<file path="src/rtl/handshake_demux_2b.sv">
// Clocked 4-phase req/ack demultiplexer: routes one upstream request to one of two
// downstream channels, relays the acknowledge back, and counts completed transfers.
module handshake_demux_2b #(
    parameter int DATA_W      = 8,
    parameter int SYNC_STAGES = 2,
    parameter int CNT_W       = 8
) (
    input  logic              clk,
    input  logic              rst_n,
    input  logic              req_in,
    output logic              ack_in,
    input  logic              sel,
    input  logic [DATA_W-1:0] data_in,
    output logic [1:0]        req_out,
    input  logic [1:0]        ack_out,
    output logic [DATA_W-1:0] data_out,
    output logic [CNT_W-1:0]  cnt0,
    output logic [CNT_W-1:0]  cnt1,
    output logic              proto_err
);

    typedef enum logic [1:0] {
        IDLE   = 2'd0,
        FWD    = 2'd1,
        ACK_UP = 2'd2,
        REL    = 2'd3
    } state_t;

    state_t            state_r;
    state_t            state_nx;
    logic              cur_r;
    logic              cur_nx;
    logic [DATA_W-1:0] data_r;
    logic [DATA_W-1:0] data_nx;
    logic [CNT_W-1:0]  cnt0_r;
    logic [CNT_W-1:0]  cnt0_nx;
    logic [CNT_W-1:0]  cnt1_r;
    logic [CNT_W-1:0]  cnt1_nx;
    logic              err_r;
    logic              err_nx;
    logic [1:0]        req_out_r;
    logic [1:0]        req_out_nx;
    logic              ack_in_r;
    logic              ack_in_nx;

    logic [SYNC_STAGES-1:0] req_sync_r;
    logic [1:0]             ack_sync_r [SYNC_STAGES];
    logic                   req_s;
    logic [1:0]             ack_s;

    function automatic logic [1:0] chan_onehot(input logic chan);
        if (chan) begin
            return 2'b10;
        end else begin
            return 2'b01;
        end
    endfunction

    function automatic logic [CNT_W-1:0] sat_inc(input logic [CNT_W-1:0] val);
        if (val == {CNT_W{1'b1}}) begin
            return val;
        end else begin
            return val + CNT_W'(1);
        end
    endfunction

    // Synchronizer chains for the asynchronous request and acknowledge lines.
    always_ff @(posedge clk) begin
        if (!rst_n) begin
            for (int i = 0; i < SYNC_STAGES; i++) begin
                req_sync_r[i] <= 1'b0;
                ack_sync_r[i] <= 2'b00;
            end
        end else begin
            req_sync_r[0] <= req_in;
            ack_sync_r[0] <= ack_out;
            for (int i = 1; i < SYNC_STAGES; i++) begin
                req_sync_r[i] <= req_sync_r[i-1];
                ack_sync_r[i] <= ack_sync_r[i-1];
            end
        end
    end

    assign req_s = req_sync_r[SYNC_STAGES-1];
    assign ack_s = ack_sync_r[SYNC_STAGES-1];

    // Next-state, protocol checks, counters and next registered outputs.
    always_comb begin
        state_nx   = state_r;
        cur_nx     = cur_r;
        data_nx    = data_r;
        cnt0_nx    = cnt0_r;
        cnt1_nx    = cnt1_r;
        err_nx     = err_r;
        req_out_nx = 2'b00;
        ack_in_nx  = 1'b0;

        case (state_r)
            IDLE: begin
                // A request is held off while any downstream channel still acknowledges.
                if (req_s && (ack_s == 2'b00)) begin
                    state_nx = FWD;
                    cur_nx   = sel;
                    data_nx  = data_in;
                end else begin
                    state_nx = IDLE;
                end
            end
            FWD: begin
                if (ack_s[cur_r]) begin
                    state_nx = ACK_UP;
                end else begin
                    state_nx = FWD;
                end
                if (!req_s || ack_s[!cur_r]) begin
                    err_nx = 1'b1;
                end else begin
                    err_nx = err_r;
                end
            end
            ACK_UP: begin
                if (!req_s) begin
                    state_nx = REL;
                end else begin
                    state_nx = ACK_UP;
                end
                if (!ack_s[cur_r] || ack_s[!cur_r]) begin
                    err_nx = 1'b1;
                end else begin
                    err_nx = err_r;
                end
            end
            REL: begin
                if (!ack_s[cur_r]) begin
                    state_nx = IDLE;
                    if (cur_r) begin
                        cnt1_nx = sat_inc(cnt1_r);
                    end else begin
                        cnt0_nx = sat_inc(cnt0_r);
                    end
                end else begin
                    state_nx = REL;
                end
                if (ack_s[!cur_r]) begin
                    err_nx = 1'b1;
                end else begin
                    err_nx = err_r;
                end
            end
            default: begin
                state_nx = IDLE;
            end
        endcase

        // Outputs are a function of the state being entered so they change on the same edge.
        case (state_nx)
            IDLE: begin
                req_out_nx = 2'b00;
                ack_in_nx  = 1'b0;
            end
            FWD: begin
                req_out_nx = chan_onehot(cur_nx);
                ack_in_nx  = 1'b0;
            end
            ACK_UP: begin
                req_out_nx = chan_onehot(cur_nx);
                ack_in_nx  = 1'b1;
            end
            REL: begin
                req_out_nx = 2'b00;
                ack_in_nx  = 1'b1;
            end
            default: begin
                req_out_nx = 2'b00;
                ack_in_nx  = 1'b0;
            end
        endcase
    end

    // State, latched channel/data, counters, error flag and registered outputs.
    always_ff @(posedge clk) begin
        if (!rst_n) begin
            state_r   <= IDLE;
            cur_r     <= 1'b0;
            data_r    <= {DATA_W{1'b0}};
            cnt0_r    <= {CNT_W{1'b0}};
            cnt1_r    <= {CNT_W{1'b0}};
            err_r     <= 1'b0;
            req_out_r <= 2'b00;
            ack_in_r  <= 1'b0;
        end else begin
            state_r   <= state_nx;
            cur_r     <= cur_nx;
            data_r    <= data_nx;
            cnt0_r    <= cnt0_nx;
            cnt1_r    <= cnt1_nx;
            err_r     <= err_nx;
            req_out_r <= req_out_nx;
            ack_in_r  <= ack_in_nx;
        end
    end

    assign req_out   = req_out_r;
    assign ack_in    = ack_in_r;
    assign data_out  = data_r;
    assign cnt0      = cnt0_r;
    assign cnt1      = cnt1_r;
    assign proto_err = err_r;

endmodule
</file>
<file path="config.mk">
export PLATFORM = sky130hd
export DESIGN_NAME = handshake_demux_2b
export DESIGN_NICKNAME = d
export VERILOG_FILES = /design/src/rtl/handshake_demux_2b.sv
export SDC_FILE = /design/constraint.sdc
export NUM_CORES = 1
export LEC_CHECK = 0
export BUFFER_PORTS_ARGS = -buffer_cell sky130_fd_sc_hd__buf_2
export CORE_UTILIZATION = 26
export CTS_CLUSTER_DIAMETER = 30
export DETAILED_ROUTE_END_ITERATION = 10
export HOLD_SLACK_MARGIN = 0.02
export SYNTH_ARGS = -nofsm -noshare
export SYNTH_HDL_FRONTEND = slang
export SYNTH_SLANG_ARGS = --single-unit
</file>
<file path="constraint.sdc">
create_clock -name clk -period 2.22 [get_ports clk]
set_input_delay 0.333 -clock clk [delete_from_list [all_inputs] [get_ports clk]]
set_output_delay 0.333 -clock clk [all_outputs]
set_load 0.05 [all_outputs]
</file>
### Yosys cells after proc, flatten, opt, wreduce, memory -nomap -nowiden

Memory sizes are Yosys's and may differ from the RTL's.
Index checks and enable logic that the tools add are counted.

* magnitude comparators: 2
* $add $sub $neg: 2
* equal/unequal tests: 11
* bitwise logic cells: 6
* muxes and demuxes: 22
* reductions and logical operators: 18

Operator list (number)
* adder 8 x 1 -> 8 bit, second input constant: 2
* equality test 8 bit, second input constant: 2
* two-way mux 1 bit: 13
* AND reduction 4 bit: 3
* two-way mux 2 bit: 5
* equality test 2 bit, second input constant: 4
* case mux 2 bit (4 select lines): 1
* OR reduction 2 bit: 4
* zero test 2 bit: 3
* != test 2 bit, second input constant: 3
* equality test 2 x 1 -> 1 bit, second input constant: 2
* less-than comparator 1 x 2 -> 1 bit, second input constant: 2
* inverter 1 bit: 4
* case mux 2 bit (2 select lines): 1
* zero test 1 bit: 3
* case mux 1 bit (3 select lines): 1
* nonzero test 3 bit: 1
* logical OR 1 bit: 2
* OR 1 bit: 2
* case mux 1 bit (2 select lines): 1
* AND reduction 2 bit: 1
* logical AND 1 bit: 1

* logic and storage cells: 71
* register bits: 33
* output and inout port bits: 28
* memories: 1
* input port bits: 14
* RAM bits: 4

Memory list
* ack_sync_r: words 2, bits a word 2, rd ports 2, clocked after memory_dff 0, write ports 2, line 47 `logic [1:0] ack_sync_r [SYNC_STAGES];`

### Logic depth before layout (Yosys ltp)

An unclocked memory read counts as a cell.

* depth after elaboration: 8
* depth in mapped cells: 5
* depth with buffers taken out: 5

### Worst setup path before layout

OpenSTA, ideal clock, no wires.

* path type: reg-to-reg
* start: register cnt0_r[0], in the netlist cnt0[0]
* end: register cnt0_r[1], in the netlist cnt0[1]
* data arrival time: 1793 ps
* stages on the path, launching flop included: 6
* library setup time: 118 ps
* setup slack: 309 ps
* path buffers: 0
* period minus slack after synthesis: 1911 ps
* path through: dfxtp_1 ha_1 nand4_2 o21ai_2 mux2i_1 nor2b_1

* cells in the longest elaborated chain, start to end: 3
* elaborated cells on any way between the ends: 4

RTL lines
* start, declared: line 35 `logic [CNT_W-1:0] cnt0_r;`
* start signal, assigned: line 186 `cnt0_r <= {CNT_W{1'b0}};`
* start signal, assigned: line 195 `cnt0_r <= cnt0_nx;`
* parallel branches: the longest is 3 deep, another holds adder 8 x 1 -> 8 bit

Several ways; the timed one is not identified.
A chain may end at the register's enable or synchronous reset.

### Worst setup path after layout

Ends and elaborated chain as after synthesis.

==> metrics.txt <==
syn_area_per_cell=approximately 10 um^2; CTS tree=done; # hold bufs at CTS=0; clock sink count=36; vias in the first global route=roughly 1,100; FMAX=roughly 0.6 GHz; post-synthesis instance area=roughly 1600 um^2; syn_nets=176; critical path endpoint category=register; ys async rst share=0; Layout area overhead=23.4%; DRC=0; Clk Latency, worst-skew pair=approximately 280 ps; Setup Crit Path Kind=reg -> reg; part of the cycle the worst path needs=0.735; initial antenna violation count=0; IO buf count=41; GPL Wtd Cong=slightly above 0.7; H-tree level count=2; DPL Wire Length=2.18 mm; # resized after CTS=0; Ant. Diodes=0; Slew HR=0.608; Max Cap Violations=0; crit path DAT=approximately 1800 ps; slowest stage delay, CP=450 ps; pwr dens=around 670 nW/um^2; Final Slew Violations=0; Iteration-0 DRC Markers=54; Vias=1,273; Worst-path clk slew=70 ps; GRT Total Usage=0.101; post-CTS setup buffers=0; Max Root-Sink Buffers=2; core area=5920 um^2; family with the most delay on the worst path=flip-flops; overall die height=a little over 80 um; Bufs and invs on worst path=0; Total Neg Setup Slack=0 ps; crit path max fanout=6; Synth cell types=40; io pins=42; Fin. Hold Viols=0; Yosys reg bits=36; CP cell instances=ha_1, nand4_2, o21ai_2, mux2i_1, nor2b_1; CP Data Required Time=between 2000 and 2500 ps; number of flops mapped to enable cells by yosys=0; hold_ws=between 200 and 300 ps; synthesized netlist cell count=160; Routed Antenna Nets=0; status=finished clean; layout cell share with drive strength beyond 1=0.277; pin count of the biggest net entering global routing=41; Setup crit start kind=register; Worst Hold Class=in -> reg; Non-Filler Instances=277; global-route wire length before repair=around 5 mm; final setup violation count=0; Die Wd=between 80 and 90 um; Congestion Overflow GR=0; Main synth FF type=dfxtp_1; Root Buffer=clkbuf_8; nets=~220; vias per cell=about 4.6; WL/cell=between 10 and 15 um; RSZ-0062 raised after global routing=false; Seq/Total Area, Yosys=0.449; Syn. warnings=0; Final Total Pwr=roughly 1.3 mW; post-route minimum period=~1600 ps; Final Skew=roughly 6.9 ps; measured slew at the worst slew-check pin=~600 ps; total clock buffers created by CTS=5; CP max-delay cell=dfxtp_1; final WL=3.11 mm; Starting Density=0.271; die area=6490 um^2; Placed Instances=270; Rows=28; Lkg Pwr=just over 0.8 nW; Max VDD drop=a little over 0.3 mV; 1st-pass router iterations=4
-- worst reg2reg max path: stages (launching register included) --
cell and delay [ps]:
dfxtp_1 450, ha_1 240, nand4_2 210, o21ai_2 340, mux2i_1 230, nor2b_1 60
-- cells in the final DEF (no fill, tap or decap), types with 2 or more instances in the layout --
master	Yosys	layout
o211ai_1	5	5
nor2b_1	13	13
nand2_1	6	6
o31ai_1	3	3
o21ai_0	3	3
nand4_1	3	3
nand2b_1	9	9
o311ai_1	2	2
mux2i_1	11	11
a21oi_1	3	3
nor3b_1	2	2
and3_1	2	2
dfxtp_1	36	36
nor2_1	3	3
clkbuf_8	0	7
buf_2	0	41
o41ai_1	2	2
nand3_1	6	6
xnor2_1	6	6
ha_1	2	2
and2_1	13	13
o21ai_2	2	2
a21boi_1	2	2
or3_1	2	2
o21ai_1	2	2
-- cell type report --
class	count	area, um^2
well taps	75	93.8
repair buffers	42	213
flip-flops and latches	36	721
inverters	1	3.75
clock buffers	7	96.3
fillers	621	3940
multi-input cells	116	852
-- synth_stat cells, drive strengths merged, types with 2 or more instances --
library cell  number  area share
nor2               3      0.0070
o41ai              2       0.011
o211ai             6       0.031
and2              13       0.051
dfxtp             36        0.45
xnor2              6       0.033
nor2b             13       0.051
o31ai              3       0.014
nand4              4       0.020
and3               2      0.0078
clkbuf             5       0.012
o311ai             2       0.011
a21oi              3      0.0094
mux2i             11       0.069
o21ai              7       0.027
buf                2      0.0094
nand2              6       0.014
nor3b              2      0.0094
a21boi             2      0.0094
nand3              6       0.019
or3                2      0.0078
ha                 2       0.016
nand2b             9       0.035
-- power breakdown --
part           total [mW]  internal [mW]  switching [mW]
registers           0.690          0.667          0.0231
clock network       0.496          0.276           0.220
logic               0.141         0.0532          0.0883
total                1.33          0.997           0.331
-- sequential cells by signal, indices dropped and copies added (netlist names) --
name        cells
cnt0            8
cnt1            8
data_out        8
ack_sync_r      4
req_out         2
req_sync_r      2
state_r         2
cur_r           1
proto_err       1
-- per-stage QoR --
stage                      util  worst slack, ps  cell area, um^2
after global routing      0.334              422             1980
after detailed placement  0.318              596             1880
after CTS                 0.334              577             1980
after floorplan               -              309             1600
after global placement    0.318              625             1880
final                     0.334              589             1980
-- routing by layer --
layer  global-route usage  share of wire  vias up
met5                    0              0        -
li1                     -              -      657
met1                0.131           0.49      585
met4               0.0429          0.015        0
met3               0.0352          0.049        6
met2                0.152           0.45       25
-- cells by family (layout without fill, tap and decap cells) --
kind of cell | count (synthesis) | count (layout) | share of synthesized area
muxes | 11 | 11 | 0.0686
buffers and inverters | 8 | 50 | 0.0234
AOI/OAI and AO/OA | 30 | 30 | 0.150
and+or+nand+nor | 67 | 67 | 0.261
DFF | 36 | 36 | 0.449
xor gates and xnor gates | 6 | 6 | 0.0328
adders and majority gates | 2 | 2 | 0.0156
-- worst paths after layout --
kind                                          startpoint                           to  slack (ps)  depth (start not counted)
worst max-delay path                cnt0[0]$_SDFFE_PN0P_         cnt0[1]$_SDFFE_PN0P_         590                          5
worst min-delay path                          ack_out[0]  ack_sync_r[0][0]$_SDFF_PN0_         260                          2
worst max register to register      cnt0[0]$_SDFFE_PN0P_         cnt0[1]$_SDFFE_PN0P_         590                          5
worst min register to register  req_sync_r[0]$_SDFF_PN0_     req_sync_r[1]$_SDFF_PN0_         430                          1
No activity file was read; power rests on OpenSTA's default activity.
